--- config.mk ---
export PLATFORM = sky130hd
export DESIGN_NAME = inner_prod_seq
export DESIGN_NICKNAME = d
export VERILOG_FILES = /design/src/rtl/inner_prod_pkg.sv /design/src/rtl/LR_Wallace_8x8.sv /design/src/rtl/inner_prod_seq.sv
export SDC_FILE = /design/constraint.sdc
export NUM_CORES = 1
export LEC_CHECK = 0
export BUFFER_PORTS_ARGS = -buffer_cell sky130_fd_sc_hd__buf_4
export CAP_MARGIN = 20
export CORE_ASPECT_RATIO = 0.75
export CORE_MARGIN = 2
export CORE_UTILIZATION = 63
export CTS_BUF_LIST = sky130_fd_sc_hd__clkbuf_16
export CTS_CLUSTER_DIAMETER = 40
export DETAILED_ROUTE_END_ITERATION = 7
export PLACE_DENSITY_LB_ADDON = 0.3
export SETUP_SLACK_MARGIN = 0.5
export SYNTH_ARGS = -nofsm -noshare
export SYNTH_HDL_FRONTEND = slang
export SYNTH_SLANG_ARGS = --single-unit
--- constraint.sdc ---
create_clock -name clk -period 15.43 [get_ports clk]
set_input_delay 0.7715 -clock clk [delete_from_list [all_inputs] [get_ports clk]]
set_output_delay 0.7715 -clock clk [all_outputs]
set_load 0.005 [all_outputs]
--- src/rtl/inner_prod_pkg.sv ---
// Shared definitions for the sequential inner-product block: default sizes,
// result-width helper and FSM state encoding.
package inner_prod_pkg;

    localparam int ELEM_W_DEF = 8;
    localparam int N_ELEM_DEF = 3;

    typedef enum logic [1:0] {
        IDLE = 2'd0,
        MUL  = 2'd1,
        DONE = 2'd2
    } state_t;

    // Two guard bits cover the sum of up to four full-scale products.
    function automatic int res_width(input int elem_w);
        return 2 * elem_w + 2;
    endfunction

endpackage

--- src/rtl/LR_Wallace_8x8.sv ---
// Unsigned 8x8 multiplier: partial products reduced by layers of 3:2
// carry-save adders, then one carry-propagate add.
module LR_Wallace_8x8 (
    input  logic [7:0]  x,
    input  logic [7:0]  y,
    output logic [15:0] prod
);

    logic [15:0] pp [8];
    logic [15:0] s0, c0, s1, c1, s2, c2, s3, c3, s4, c4, s5, c5;

    // Returns {carry, sum}; the carry word is pre-shifted into its column.
    function automatic logic [31:0] csa(input logic [15:0] u, input logic [15:0] v,
                                        input logic [15:0] w);
        logic [15:0] s;
        logic [15:0] c;
        s = u ^ v ^ w;
        c = ((u & v) | (u & w) | (v & w)) << 1;
        return {c, s};
    endfunction

    always_comb begin
        for (int i = 0; i < 8; i++) begin
            pp[i] = y[i] ? ({8'b0, x} << i) : 16'b0;
        end
    end

    assign {c0, s0} = csa(pp[0], pp[1], pp[2]);
    assign {c1, s1} = csa(pp[3], pp[4], pp[5]);
    assign {c2, s2} = csa(s0, c0, s1);
    assign {c3, s3} = csa(c1, pp[6], pp[7]);
    assign {c4, s4} = csa(s2, c2, s3);
    assign {c5, s5} = csa(s4, c4, c3);
    assign prod     = s5 + c5;

endmodule

--- src/rtl/inner_prod_seq.sv ---
// Sequential unsigned inner product sum(a_i*b_i) over one shared multiplier.
// Build option INNER_PROD_SEQ_PIPE_EN registers the product before the adder.
module inner_prod_seq
    import inner_prod_pkg::*;
#(
    parameter int ELEM_W = ELEM_W_DEF,
    parameter int N_ELEM = N_ELEM_DEF
) (
    input  logic                     clk,
    input  logic                     rst_n,
    input  logic                     in_valid,
    output logic                     in_ready,
    input  logic [ELEM_W*N_ELEM-1:0] a,
    input  logic [ELEM_W*N_ELEM-1:0] b,
    output logic                     out_valid,
    input  logic                     out_ready,
    output logic [2*ELEM_W+1:0]      p,
    output logic                     busy
);

    localparam int ACC_W  = res_width(ELEM_W);
    localparam int PROD_W = 2 * ELEM_W;
    localparam int IDX_W  = $clog2(N_ELEM + 1);
`ifdef INNER_PROD_SEQ_PIPE_EN
    localparam logic [IDX_W-1:0] LAST_IDX = IDX_W'(N_ELEM);
`else
    localparam logic [IDX_W-1:0] LAST_IDX = IDX_W'(N_ELEM - 1);
`endif

    state_t                     state, state_nxt;
    logic [ELEM_W*N_ELEM-1:0]   a_q, b_q;
    logic [IDX_W-1:0]           idx;
    logic [ACC_W-1:0]           acc;
    logic [ELEM_W-1:0]          mul_x, mul_y;
    logic [PROD_W-1:0]          prod;
    logic                       accept;

    assign accept = in_valid && in_ready;
    assign busy   = (state != IDLE);
    assign p      = acc;

    always_ff @(posedge clk) begin
        if (!rst_n) state <= IDLE;
        else        state <= state_nxt;
    end

    always_comb begin
        state_nxt = state;
        in_ready  = 1'b0;
        out_valid = 1'b0;
        unique case (state)
            IDLE: begin
                in_ready = 1'b1;
                if (in_valid) state_nxt = MUL;
            end
            MUL:  if (idx == LAST_IDX) state_nxt = DONE;
            DONE: begin
                out_valid = 1'b1;
                if (out_ready) state_nxt = IDLE;
            end
            default: state_nxt = IDLE;
        endcase
    end

    always_ff @(posedge clk) begin
        if (accept) begin
            a_q <= a;
            b_q <= b;
        end
    end

    // Indices past the last element feed zeros into the multiplier.
    always_comb begin
        mul_x = '0;
        mul_y = '0;
        for (int i = 0; i < N_ELEM; i++) begin
            if (idx == IDX_W'(i)) begin
                mul_x = a_q[i*ELEM_W +: ELEM_W];
                mul_y = b_q[i*ELEM_W +: ELEM_W];
            end
        end
    end

    LR_Wallace_8x8 u_mul (
        .x    (mul_x),
        .y    (mul_y),
        .prod (prod)
    );

`ifdef INNER_PROD_SEQ_PIPE_EN
    logic [PROD_W-1:0] prod_p1;
    logic              vld_p1;

    // Stage p1: registered product, accumulated one cycle after it is formed.
    always_ff @(posedge clk) begin
        prod_p1 <= prod;
    end

    always_ff @(posedge clk) begin
        if (!rst_n) begin
            acc    <= '0;
            idx    <= '0;
            vld_p1 <= 1'b0;
        end else if (accept) begin
            acc    <= '0;
            idx    <= '0;
            vld_p1 <= 1'b0;
        end else if (state == MUL) begin
            if (vld_p1) acc <= acc + ACC_W'(prod_p1);
            vld_p1 <= (idx != LAST_IDX);
            if (idx != LAST_IDX) idx <= idx + 1'b1;
        end
    end
`else
    always_ff @(posedge clk) begin
        if (!rst_n) begin
            acc <= '0;
            idx <= '0;
        end else if (accept) begin
            acc <= '0;
            idx <= '0;
        end else if (state == MUL) begin
            acc <= acc + ACC_W'(prod);
            if (idx != LAST_IDX) idx <= idx + 1'b1;
        end
    end
`endif

endmodule

# Word-level counts from Yosys, hierarchy flattened
# Cells that the tools add are included.
totals:
  register_bits: 70
  wordCells: 86
op_classes:
  muxes: 20
  bitwise_logic: 43
  add_sub_neg: 3
  n_reduce_logical: 7
  n_eq_ne: 8
op_table:
  columns: ["op", "count"]
  rows:
  - ["15-bit bitwise AND", 18]
  - ["15-bit bitwise OR", 12]
  - ["16-bit XOR", 8]
  - ["8-bit two-way mux", 7]
  - ["18-bit by 16-bit adder with 18-bit output", 1]
  - ["16-bit adder", 1]
  - ["16-bit by 10-bit XOR with 16-bit output", 1]
  - ["16-bit by 13-bit XOR with 16-bit output", 1]
  - ["16-bit by 14-bit XOR with 16-bit output", 1]
  - ["16-bit by 15-bit XOR with 16-bit output", 1]
  - ["15-bit two-way mux", 1]
  - ["14-bit two-way mux", 1]
  - ["13-bit two-way mux", 1]
  - ["12-bit two-way mux", 1]
  - ["11-bit two-way mux", 1]
  - ["10-bit two-way mux", 1]
  - ["9-bit two-way mux", 1]
  - ["2-bit inequality test, second input constant", 4]
  - ["2-bit two-way mux", 3]
  - ["2-bit one-hot mux with 3 select lines", 1]
  - ["2-bit by 1-bit equality test with 1-bit output, second input constant", 2]
  - ["2-bit equality test, second input constant", 2]
  - ["2-bit zero test", 2]
  - ["3-bit AND reduction", 1]
  - ["other kinds (7)", 8]

# Longest topological paths before layout
logic_depth:
  word_depth: 19
  depth_mapped: 32
  ltp_nobuf: 30

# Modules after synthesis
# Synthesis repeated with hierarchy kept, for this count alone.
hier_totals:
  hier_cells: 526
  hier_area_um2: 5260.0
by_module_without_submodules:
  columns: ["module", "area_per_inst_um2", "cells_per_inst", "n_inst", "seq_area_each_um2"]
  rows:
  - ["inner_prod_seq", 3359.5, 321, 1, 1881.8]
  - ["LR_Wallace_8x8", 1900.6, 205, 1, 0.0]

# Least setup slack after synthesis
# OpenSTA, ideal clock, no wires.
synth_path:
  kind: "reg2reg"
  start: "register idx[0]"
  end: "register acc[16] (netlist: p[16])"
  path_slack_ps: 8990
  synth_period_minus_slack_ps: 6440
  setup_ps: 128
  required_time_ps: 15302
  path_stages_with_launch: 29
  path_buffers: 2
  t_arrival_ps: 6312
  cell_sequence: "dfxtp_1 -> inv_1 -> ha_1 -> clkbuf_1 -> buf_2 -> nand2_1 -> nor2_1 -> a21oi_1 -> nor2_1 -> a21oi_1 -> nand2b_1 -> fa_1 -> fa_1 -> fa_1 -> fa_1 -> inv_1 -> ha_1 -> nor2b_1 -> o21ai_1 -> a21oi_1 -> o41a_1 -> a311o_1 -> ha_1 -> nand2_1 -> o21bai_1 -> a211o_1 -> o32ai_2 -> xnor2_1 -> nor2_1"
synth_between:
  elab_chain_cells: 19
  word_cells_on_any_way: 61
  cone_classes: "add/sub: 2; eq/ne: 2; mux: 14; bitwise: 42; reduce/logical: 1"
synth_rtl:
  columns: ["element", "line_no", "rtl"]
  rows:
  - ["from (decl)", "inner_prod_seq.sv:32", "logic [IDX_W-1:0] idx;"]
  - ["from (signal assigned)", "inner_prod_seq.sv:124", "if (idx != LAST_IDX) idx <= idx + 1'b1;"]
  - ["2-bit zero test", "inner_prod_seq.sv:77", "if (idx == IDX_W'(i)) begin"]
  - ["8-bit two-way mux (3 in a row)", "inner_prod_seq.sv:77", null]
  - ["8-bit two-way mux, or another cell as far along", "LR_Wallace_8x8.sv:24", "pp[i] = y[i] ? ({8'b0, x} << i) : 16'b0;"]
  - ["15-bit bitwise AND", "LR_Wallace_8x8.sv:18", "c = ((u & v) | (u & w) | (v & w)) << 1;"]
  - ["15-bit bitwise OR (2 in a row)", "LR_Wallace_8x8.sv:18", null]
  - ["15-bit bitwise AND", "LR_Wallace_8x8.sv:18", null]
  - ["15-bit bitwise OR (2 in a row)", "LR_Wallace_8x8.sv:18", null]
  - ["15-bit bitwise AND", "LR_Wallace_8x8.sv:18", null]
  - ["15-bit bitwise OR (2 in a row)", "LR_Wallace_8x8.sv:18", null]
  - ["15-bit bitwise AND", "LR_Wallace_8x8.sv:18", null]
  - ["15-bit bitwise OR (2 in a row)", "LR_Wallace_8x8.sv:18", null]
  - ["16-bit adder (*)", "LR_Wallace_8x8.sv:34", "assign prod = s5 + c5;"]
  - ["18-bit by 16-bit adder with 18-bit output (*)", "inner_prod_seq.sv:123", "acc <= acc + ACC_W'(prod);"]
  - ["to (signal assigned)", "inner_prod_seq.sv:123", null]
  - ["to (decl)", "inner_prod_seq.sv:33", "logic [ACC_W-1:0] acc;"]
# Mark *: on every way between the ends. The rest lies on a longest branch, timed or not.
# A chain may end at the register's enable or synchronous reset.

# Final worst setup path
# Ends and elaborated chain as after synthesis.

==> metrics.txt <==
# TYPE chip_impl_metric gauge
chip_impl_metric{name="avgSynthCellArea",unit="µm²"} 9.51
chip_impl_metric{name="final_net_count",unit=""} 762
chip_impl_metric{name="grt.overflow.total",unit=""} 0
chip_impl_metric{name="clock_insertion_delay_worst_skew",unit="ns"} 0.34
chip_impl_metric{name="instances_no_fill",unit=""} 736
chip_impl_info{name="cts.root.buffer_cell",value="sky130_fd_sc_hd__clkbuf_16"} 1
chip_impl_metric{name="pin_count",unit=""} 73
chip_impl_metric{name="slowest_delay",unit="ns"} 0.87
chip_impl_metric{name="cts_buffer_depth",unit=""} 2
chip_impl_metric{name="critical_path_required",unit="ns"} 15.64
chip_impl_metric{name="floorplan.initialDensity",unit="%"} 65.9
chip_impl_info{name="leading_cell_types_in_the_layout_fill_and_taps_excluded",value="sky130_fd_sc_hd__nor2_1 (84), sky130_fd_sc_hd__buf_4 (75), sky130_fd_sc_hd__nand2_1 (57)"} 1
chip_impl_metric{name="buffer_ports.inserted",unit=""} 72
chip_impl_metric{name="ys_ff_latch",unit=""} 70
chip_impl_info{name="critPathLaunchType",value="flip-flop"} 1
chip_impl_info{name="min_path_type",value="flip-flop to flip-flop"} 1
chip_impl_metric{name="antenna_cells",unit=""} 0
chip_impl_metric{name="route.detailed.drc",unit=""} 0
chip_impl_info{name="path_delay_family",value="adder cells"} 1
chip_impl_metric{name="final_layout_size_suffix_gt1_share",unit="%"} 15.8
chip_impl_metric{name="tritoncts.num_buffers",unit=""} 9
chip_impl_metric{name="drv.max_cap_violation_count",unit=""} 0
chip_impl_metric{name="grt_pass1_wl",unit="µm"} 21300
chip_impl_metric{name="fin_setup_tns",unit="ns"} 0
chip_impl_metric{name="grt.met1_usage",unit="%"} 41.6
chip_impl_metric{name="hold_violations",unit=""} 0
chip_impl_metric{name="drt-initial-drc-count",unit=""} 377
chip_impl_metric{name="finalMaxSlewViolations",unit=""} 0
chip_impl_metric{name="irDropWorstVdd",unit="V"} 0.000200
chip_impl_metric{name="route.final.wire_length",unit="µm"} 13000
chip_impl_metric{name="detailroute.via_count",unit=""} 4411
chip_impl_metric{name="clock-sinks",unit=""} 70
chip_impl_metric{name="coreArea",unit="mm²"} 0.00799
chip_impl_metric{name="seq_area_frac_synth",unit="%"} 35.8
chip_impl_info{name="path_class",value="flip-flop to flip-flop"} 1
chip_impl_metric{name="ant_nets",unit=""} 0
chip_impl_metric{name="syn2layout_area_growth",unit="%"} 17.9
chip_impl_metric{name="num_rows",unit=""} 28
chip_impl_metric{name="static-leakage-power",unit="µW"} 0.00272
chip_impl_metric{name="number_of_detailed_routing_iterations_run_before_antenna_repair",unit=""} 5
chip_impl_metric{name="fin_worst_skew",unit="ns"} 0.00647
chip_impl_metric{name="total_global_route_track_usage",unit="%"} 30.6
chip_impl_metric{name="place.detailed.hpwl",unit="µm"} 9980
chip_impl_metric{name="finalSetupViolCount",unit=""} 0
chip_impl_metric{name="syn-cell-area",unit="mm²"} 0.00526
chip_impl_metric{name="synthesis.yosys.warnings",unit=""} 0
chip_impl_metric{name="placed_cell_area",unit="mm²"} 0.00590
chip_impl_metric{name="timing.critical_path.arrival",unit="ns"} 7.83
chip_impl_metric{name="period_minus_slack",unit="ns"} 7.62
chip_impl_metric{name="die_h",unit="µm"} 83.1
chip_impl_metric{name="syn_inst",unit=""} 553
chip_impl_info{name="setup.worst_path.end_class",value="flip-flop"} 1
chip_impl_metric{name="count_of_placed_standard_cells_including_taps",unit=""} 720
chip_impl_metric{name="grt_util_met3",unit="%"} 8.40
chip_impl_metric{name="power.density_cell_area",unit="mW/mm²"} 211
chip_impl_info{name="cts_tree",value="built"} 1
chip_impl_metric{name="largest_net_degree_at_the_start_of_global_routing",unit=""} 50
chip_impl_metric{name="slew_headroom",unit="%"} 30.6
chip_impl_metric{name="critical_path.max_fanout",unit=""} 32
chip_impl_info{name="gr-max-usage-layer",value="met2"} 1
chip_impl_info{name="run_status",value="finished, final reports clean"} 1
chip_impl_metric{name="die_x",unit="µm"} 110
chip_impl_metric{name="ctsResizeCount",unit=""} 0
chip_impl_metric{name="clk_pin_slew",unit="ns"} 0.06
chip_impl_info{name="slowest_stage",value="sky130_fd_sc_hd__ha_1"} 1
chip_impl_metric{name="timing.critical_path.buf_inv",unit=""} 2
chip_impl_metric{name="htree_num_levels",unit=""} 3
chip_impl_metric{name="post_synth_num_cell_types",unit=""} 43
chip_impl_metric{name="dr_vias_cell",unit=""} 5.99
chip_impl_metric{name="die-area",unit="mm²"} 0.00910
chip_impl_metric{name="use_met2",unit="%"} 47.8
chip_impl_metric{name="cts_setup_buffers",unit=""} 0
chip_impl_metric{name="design_area",unit="mm²"} 0.00620
chip_impl_info{name="unrepaired_setup_endpoints_after_global_routing",value="no"} 1
chip_impl_metric{name="fmaxAchievable",unit="MHz"} 131
chip_impl_metric{name="gp_congestion",unit=""} 1.06
chip_impl_info{name="layout.cells.most_common",value="sky130_fd_sc_hd__nor2_1"} 1
chip_impl_metric{name="layout_worst_path_cycle_share",unit="%"} 49.4
chip_impl_metric{name="antenna_found_initial",unit=""} 0
chip_impl_metric{name="post_drt_wl_per_cell",unit="µm"} 17.7
chip_impl_metric{name="syn_nets",unit=""} 689
chip_impl_metric{name="worst_pin_slew",unit="ns"} 1.04
chip_impl_metric{name="grt_pass1_vias",unit=""} 4385
chip_impl_metric{name="post_cts_hold_buffer_count",unit=""} 0
## cell type report
cell class,instances,area (µm²)
Clock inverter,7,72.6
Clock buffer,9,225
Fill cell,532,1790
Sequential cell,70,1880
Multi-Input combinational cell,420,3140
Inverter,50,188
Tap cell,105,131
Timing Repair Buffer,75,563
## routing by layer
metal  routed length [µm]  vias to the layer above
met4                  373                        0
met3                 1120                       44
li1                     -                     2038
met1                 5360                     2091
met5                    0                        -
met2                 6190                      238
## logic make-up after synthesis
| family | Yosys count | share of synthesized area [%] |
|---|---|---|
| AOI/OAI and AO/OA | 132 | 15.4 |
| xor gates and xnor gates | 20 | 3.33 |
| adders and majority gates | 84 | 25.7 |
| buffers and inverters | 63 | 4.54 |
| DFF | 70 | 35.8 |
| muxes | 1 | 0.190 |
| and+or+nand+nor | 183 | 15.0 |
## state kept, by name, indices dropped and copies added (netlist names)
signal / flops
a_q: 24
b_q: 24
p: 18
idx: 2
state: 2
## power breakdown
part	switching (µW)	total, µW	internal [µW]
registers	10.4	229	219
logic	505	864	359
clock network	86.7	212	126
total	602	1310	704
## cell usage after synthesis
master / n / share of area [%]
sky130_fd_sc_hd__nor2b_1: 7 / 0.83
sky130_fd_sc_hd__edfxtp_1: 48 / 27
sky130_fd_sc_hd__xnor2_1: 16 / 2.7
sky130_fd_sc_hd__o22ai_1: 5 / 0.59
sky130_fd_sc_hd__inv_1: 50 / 3.6
sky130_fd_sc_hd__o41a_1: 2 / 0.43
sky130_fd_sc_hd__fa_1: 40 / 15
sky130_fd_sc_hd__a31oi_1: 3 / 0.36
sky130_fd_sc_hd__clkbuf_1: 8 / 0.57
sky130_fd_sc_hd__o31ai_1: 1 / 0.14
sky130_fd_sc_hd__nand2b_1: 9 / 1.1
sky130_fd_sc_hd__ha_1: 44 / 10
sky130_fd_sc_hd__and2_1: 3 / 0.36
sky130_fd_sc_hd__o21bai_1: 4 / 0.57
sky130_fd_sc_hd__a21o_1: 5 / 0.71
sky130_fd_sc_hd__nand3_1: 2 / 0.19
sky130_fd_sc_hd__a311o_1: 1 / 0.19
sky130_fd_sc_hd__nand2_1: 57 / 4.1
sky130_fd_sc_hd__nor3b_2: 1 / 0.24
sky130_fd_sc_hd__nor3_1: 4 / 0.38
sky130_fd_sc_hd__o21a_1: 9 / 1.3
sky130_fd_sc_hd__a22oi_1: 2 / 0.29
sky130_fd_sc_hd__nor2_1: 84 / 6.0
sky130_fd_sc_hd__or3_1: 1 / 0.12
sky130_fd_sc_hd__dfxtp_1: 22 / 8.4
sky130_fd_sc_hd__mux2i_1: 1 / 0.19
sky130_fd_sc_hd__or2_2: 6 / 0.71
sky130_fd_sc_hd__o21ai_0: 18 / 1.7
sky130_fd_sc_hd__o32ai_2: 1 / 0.31
sky130_fd_sc_hd__nor4_1: 2 / 0.24
sky130_fd_sc_hd__a21oi_1: 53 / 5.0
sky130_fd_sc_hd__o21ai_1: 11 / 1.0
sky130_fd_sc_hd__a211oi_1: 6 / 0.86
sky130_fd_sc_hd__a211oi_2: 2 / 0.48
sky130_fd_sc_hd__o221a_2: 1 / 0.21
sky130_fd_sc_hd__a21boi_1: 1 / 0.14
sky130_fd_sc_hd__a211o_1: 3 / 0.50
sky130_fd_sc_hd__xor2_1: 4 / 0.67
sky130_fd_sc_hd__and3_1: 4 / 0.48
sky130_fd_sc_hd__buf_1: 3 / 0.21
sky130_fd_sc_hd__o211ai_1: 4 / 0.57
sky130_fd_sc_hd__or2_1: 3 / 0.36
sky130_fd_sc_hd__buf_2: 2 / 0.19
## worst min-delay path, stage by stage (launching register included)
cell and delay (ns):
sky130_fd_sc_hd__dfxtp_1 0.32, sky130_fd_sc_hd__nand2_1 0.06, sky130_fd_sc_hd__o22ai_1 0.06
## per-stage QoR
stage | total power, µW | worst slack [ns] | util, % | hold slack, ns
after floorplan | 875 | 8.99 | - | 0.465
after global placement | 1030 | 8.27 | 73.9 | 0.476
after detailed placement | 1070 | 7.93 | 73.9 | 0.486
after CTS | 1290 | 7.88 | 77.6 | 0.494
after global routing | 1410 | 7.33 | 77.6 | 0.523
final | 1310 | 7.81 | 77.6 | 0.494
## worst paths after layout
path                            slack (ns)  depth (start not counted)            endpoint                start
worst max-delay path                  7.81                         25  p[16]$_SDFFE_PP0P_  idx[0]$_SDFFE_PP0P_
worst min-delay path                  0.49                          2  p[11]$_SDFFE_PP0P_   p[11]$_SDFFE_PP0P_
worst max register to register        7.81                         25  p[16]$_SDFFE_PP0P_  idx[0]$_SDFFE_PP0P_
worst min register to register        0.49                          2  p[11]$_SDFFE_PP0P_   p[11]$_SDFFE_PP0P_
Note: power is estimated with default switching activity, not from simulation.
